[src/rtl/dmem_arb_pkg.sv]
// Shared types and sizing for the data-memory arbiter.
// MAX_ADDR is the highest byte address that still fits a full access.
package dmem_arb_pkg;

    typedef enum logic [1:0] {
        IDLE,
        ACCESS,
        DONE
    } state_t;

    localparam int MEM_BYTES    = 301;
    localparam int ACCESS_BYTES = 4;
    localparam int MAX_ADDR     = MEM_BYTES - ACCESS_BYTES;

endpackage

[src/rtl/rr_pick2.sv]
// Two-input round-robin picker: on a tie the port not granted
// last time wins, otherwise the lone requester wins.
module rr_pick2 (
    input  logic [1:0] req,
    input  logic       last_grant,
    output logic       gnt,
    output logic       valid
);

    assign valid = |req;
    assign gnt   = (&req) ? ~last_grant : req[1];

endmodule

[src/rtl/dmem_arbiter.sv]
// Shares one data-memory port between the MEM stage (port 0) and the
// array loader (port 1); one 32-bit access per IDLE/ACCESS/DONE pass.
module dmem_arbiter
    import dmem_arb_pkg::*;
#(
    parameter int ADDR_W       = 64,
    parameter int DATA_W       = 64,
    parameter int MEM_BYTES    = dmem_arb_pkg::MEM_BYTES,
    parameter int ACCESS_BYTES = dmem_arb_pkg::ACCESS_BYTES
) (
    input  logic              clk,
    input  logic              reset,
    input  logic              p0_req,
    input  logic              p0_we,
    input  logic [ADDR_W-1:0] p0_addr,
    input  logic [DATA_W-1:0] p0_wdata,
    input  logic              p1_req,
    input  logic              p1_we,
    input  logic [ADDR_W-1:0] p1_addr,
    input  logic [DATA_W-1:0] p1_wdata,
    output logic              p0_ack,
    output logic              p0_err,
    output logic [DATA_W-1:0] p0_rdata,
    output logic              p1_ack,
    output logic              p1_err,
    output logic [DATA_W-1:0] p1_rdata,
    output logic              busy,
    output logic [ADDR_W-1:0] Mem_Addr,
    output logic [DATA_W-1:0] Write_Data,
    output logic              MemWrite,
    output logic              MemRead,
    input  logic [DATA_W-1:0] Read_Data
);

    localparam logic [ADDR_W-1:0] LAST_OK = ADDR_W'(MEM_BYTES - ACCESS_BYTES);

    state_t state;
    logic   gid;
    logic   lat_we;
    logic   lat_err;
    logic   last_grant;

    logic              pick;
    logic              pick_v;
    logic              req_we;
    logic              req_oor;
    logic [ADDR_W-1:0] req_addr;
    logic [DATA_W-1:0] req_wdata;
    logic [DATA_W-1:0] rd_word;
    logic [DATA_W-1:0] rd_next;
    logic              unused_rd;

    rr_pick2 u_pick (
        .req        ({p1_req, p0_req}),
        .last_grant (last_grant),
        .gnt        (pick),
        .valid      (pick_v)
    );

    assign req_we    = pick ? p1_we    : p0_we;
    assign req_addr  = pick ? p1_addr  : p0_addr;
    assign req_wdata = pick ? p1_wdata : p0_wdata;
    assign req_oor   = req_addr > LAST_OK;

    // Only the low word is memory data; the upper half reads as zero.
    assign rd_word   = {{(DATA_W-32){1'b0}}, Read_Data[31:0]};
    assign rd_next   = lat_err ? '0 : rd_word;
    assign unused_rd = ^Read_Data[DATA_W-1:32];

    assign busy = (state != IDLE);

    // Memory-side strobes are registered so async reset drops them at once.
    always_ff @(posedge clk or posedge reset) begin
        if (reset) begin
            state      <= IDLE;
            gid        <= 1'b0;
            lat_we     <= 1'b0;
            lat_err    <= 1'b0;
            last_grant <= 1'b1;
            p0_ack     <= 1'b0;
            p0_err     <= 1'b0;
            p0_rdata   <= '0;
            p1_ack     <= 1'b0;
            p1_err     <= 1'b0;
            p1_rdata   <= '0;
            Mem_Addr   <= '0;
            Write_Data <= '0;
            MemWrite   <= 1'b0;
            MemRead    <= 1'b0;
        end else begin
            p0_ack <= 1'b0;
            p0_err <= 1'b0;
            p1_ack <= 1'b0;
            p1_err <= 1'b0;
            unique case (state)
                IDLE: begin
                    if (pick_v) begin
                        gid        <= pick;
                        lat_we     <= req_we;
                        lat_err    <= req_oor;
                        Mem_Addr   <= req_addr;
                        Write_Data <= req_wdata;
                        MemWrite   <= req_we & ~req_oor;
                        MemRead    <= ~req_we & ~req_oor;
                        state      <= ACCESS;
                    end
                end
                ACCESS: begin
                    Mem_Addr   <= '0;
                    Write_Data <= '0;
                    MemWrite   <= 1'b0;
                    MemRead    <= 1'b0;
                    if (lat_err || !lat_we) begin
                        if (gid) p1_rdata <= rd_next;
                        else     p0_rdata <= rd_next;
                    end
                    if (gid) begin
                        p1_ack <= 1'b1;
                        p1_err <= lat_err;
                    end else begin
                        p0_ack <= 1'b1;
                        p0_err <= lat_err;
                    end
                    state <= DONE;
                end
                DONE: begin
                    last_grant <= gid;
                    state      <= IDLE;
                end
                default: state <= IDLE;
            endcase
        end
    end

endmodule

[config.mk]
export PLATFORM = sky130hd
export DESIGN_NAME = dmem_arbiter
export DESIGN_NICKNAME = d
export VERILOG_FILES = /design/src/rtl/dmem_arb_pkg.sv /design/src/rtl/rr_pick2.sv /design/src/rtl/dmem_arbiter.sv
export SDC_FILE = /design/constraint.sdc
export NUM_CORES = 1
export LEC_CHECK = 0
export CAP_MARGIN = 0
export CORE_AREA = 2 2 230 232
export DETAILED_ROUTE_END_ITERATION = 8
export DIE_AREA = 0 0 232 234
export SLEW_MARGIN = 20
export SYNTH_ARGS = -nofsm -noshare
export SYNTH_HDL_FRONTEND = slang
export SYNTH_SLANG_ARGS = --single-unit
[constraint.sdc]
create_clock -name clk -period 14.8 [get_ports clk]
set_input_delay 4.44 -clock clk [delete_from_list [all_inputs] [get_ports clk]]
set_output_delay 4.44 -clock clk [all_outputs]
set_load 0.02 [all_outputs]
==> results.cfg <==
[critical_path]
r2r-start = last_grant
reg2reg_depth = 5
r2r-end = MemRead
cp.arrival_ns = 7.01
crit_path_start = p0_req
path_class = in -> reg
crit_path_end_kind = flip-flop
worstPathRequired_ns = 15.26
rrSetupSlack_ns = 12.25
cp_cell_sequence = clkdlybuf4s50_1 > a21bo_4 > buf_4 > mux2i_1 > inv_1 > o21ai_1
crit_path_max_fanout = 52
cpMaxStageDelayCell = buf_4
critical-path-max-stage-delay_ns = 0.76
endpoint = MemRead
worstSetupStartpointType = input port

[clock_tree]
cts_max_path_buffers = 3
postCtsHoldBufs = 0
cts_tree = built
clk_transition_reported_paths_ns = 0.06
cts_buffers = 25
cts-htree-levels = 1
clock-root-buffer = clkbuf_16
clk-insertion-delay-late_ns = 0.54
clock-sinks = 204
cts_resized = 0
postCtsSetupBuffers = 0

[die]
core_area_sq_mm = 0.0520
initial_core_util_pct = 18.8
ioPinCount = 589
die_h_um = 234
die_area_sq_mm = 0.0543
dieWidth_um = 232
rows = 84

[detailed_routing]
drtIter0Drc = 279
met1_length_um = 13900
wl_um = 34700
maxUsedRoutingLayer = met4
num_vias = 8769
viasPerCell = 4.12
wl_met3_um = 3080
wl_met2_um = 16400
dr.pass1.iters = 5
drc_errors = 0
detail-route-antenna-nets = 0
wire_per_inst_um = 16.3

[synth]
synth_edf_count = 0
syn_area_sq_mm = 0.00978
netlist_instances = 971
synthTopCellsByArea = dfrtp_1 (52%), mux2i_1 (13%), nand3_1 (6.8%)
synth_seq_area_share_pct = 52.2
synth_top_area_cell = dfrtp_1
synthArstFlopShare_pct = 100
ys_types = 37
synth_seq_cells = 204
synth_most_common_cell = dfrtp_1
avgSynthCellArea_sq_um = 10.1
synthFlopType = dfrtp_1
synth_warnings = 0
synth_top_cells_by_count = dfrtp_1 (203), nand3_1 (132), mux2i_1 (128), o21ai_1 (123), buf_4 (76)
synth_top_area_share_pct = 52.0

[grt]
grt_pass1_wl_um = 51100
gr-usage-all-layers_pct = 12.1
grt_max_degree = 178
antenna_found_initial = 0
grt_pass1_vias = 8787
grt_overflow = 0

[worst_hold_path]
worstHoldPathType = reg -> reg
hold_depth = 2

[cells_and_area]
seqCellArea_sq_mm = 0.00511
final.fill_count = 5480
diodes = 0
final_nets = 1751
multiInputGateArea_sq_mm = 0.00407
area_growth_syn_to_layout_pct = 62.4
layout-drive-gt1-share_pct = 4.02

[run_status]
status = complete, no violations

[placed_design]
pre_cts_ws_ns = 7.72
io_buffers = 492
place_congestion = 0.909
dpl.hpwl_um = 26900

[sta]
fmax_mhz = 153
tightest_slew_ns = 0.885
drv_slew = 0
fin_ws_ns = 8.25
timing.final.crit_share_pct = 44.3
setup_tns_ns = 0
fin_skew_ns = 0.0214
fin_crit_ns = 6.55
setup_violations = 0
rsz0062_at_grt = false
hold_violations = 0
slew_headroom_pct = 41.0

[power_and_ir_drop]
power_density_mw_per_mm2 = 164
max-vdd-ir-drop_mv = 0.110
leakagePower_uw = 0.00664

[flow_run]
max_cap_viol_count = 0
## layout make-up
cell class | instances | share of cell area [%]
Multi-Input combinational cell | 686 | 25.7
Clock buffer | 36 | 4.45
Sequential cell | 204 | 32.2
Clock inverter | 7 | 0.536
Tap cell | 688 | 5.42
Inverter | 6 | 0.189
Timing Repair Buffer | 502 | 31.6
## kinds of logic (layout without fill, tap and decap cells)
family | count (synthesis) | count (layout) | share of synthesized area, %
compound gates | 211 | 211 | 11.2
buf+inv | 144 | 551 | 8.92
flops | 204 | 204 | 52.2
mux | 129 | 129 | 13.2
other cells | 1 | 64 | 0.0384
simple gates | 282 | 282 | 14.4
## critical path, delay by kind of cell
kind	cells	cell delay [ns]
mux	1	0.48
compound gates	2	0.58
buf+inv	3	1.46
## layer usage
metal	GRT usage, %	up-vias
met5	0	-
met4	4.97	0
met3	3.71	69
met2	20.6	412
met1	14.2	4083
li1	-	4205
## worst min path at each step
| stage | startpoint | end | slack (ns) |
|---|---|---|---|
| 3_5_place_dp | p0_rdata[1] | p0_rdata[1] | 0.47 |
| 3_3_place_gp | p0_rdata[16] | p0_rdata[16] | 0.46 |
| 6_report | p0_rdata[1] | p0_rdata[1] | 0.48 |
| 5_1_grt | p0_rdata[19] | p0_rdata[19] | 0.50 |
| 4_1_cts | p0_rdata[19] | p0_rdata[19] | 0.48 |
| 2_1_floorplan | lat_we | lat_we | 0.45 |
## power by group
group          switching, uW  total, uW  internal, uW
registers               94.7        826           731
clock network            231        594           363
logic                    692       1190           497
total                   1020       2610          1590
## state kept, by name, summed over array words and instances (netlist names), 2 cells and up
name	flops
Write_Data	64
Mem_Addr	64
p0_rdata	32
state	2
p1_rdata	32
## cell usage in the layout, fill, tap and decap left out, types with 2 or more instances in the layout
master / count
o21ai_0: 74
nand4_1: 6
dfrtp_1: 203
buf_4: 9
nor3_1: 2
o211ai_1: 2
clkinv_2: 5
nand2_1: 69
nand3_1: 132
a211oi_1: 4
nor2_1: 8
clkbuf_1: 7
nand2b_1: 33
nor4_1: 23
o21ai_1: 122
conb_1: 64
inv_1: 4
o22ai_1: 2
clkbuf_8: 4
bufinv_16: 2
mux2i_1: 128
clkbuf_16: 25
clkdlybuf4s50_1: 492
## metrics by stage
step	area (sq um)	instances	power, uW	util (%)	hold WS, ns
global placement	15100	2086	2030	29.0	0.461
detailed placement	15100	2086	2040	29.0	0.470
floorplan	10000	1034	1490	-	0.451
global route	15900	2129	2790	30.5	0.499
CTS	15900	2129	2660	30.5	0.482
finish	15900	2129	2610	30.5	0.477
Power figures use the tool's default switching activity.
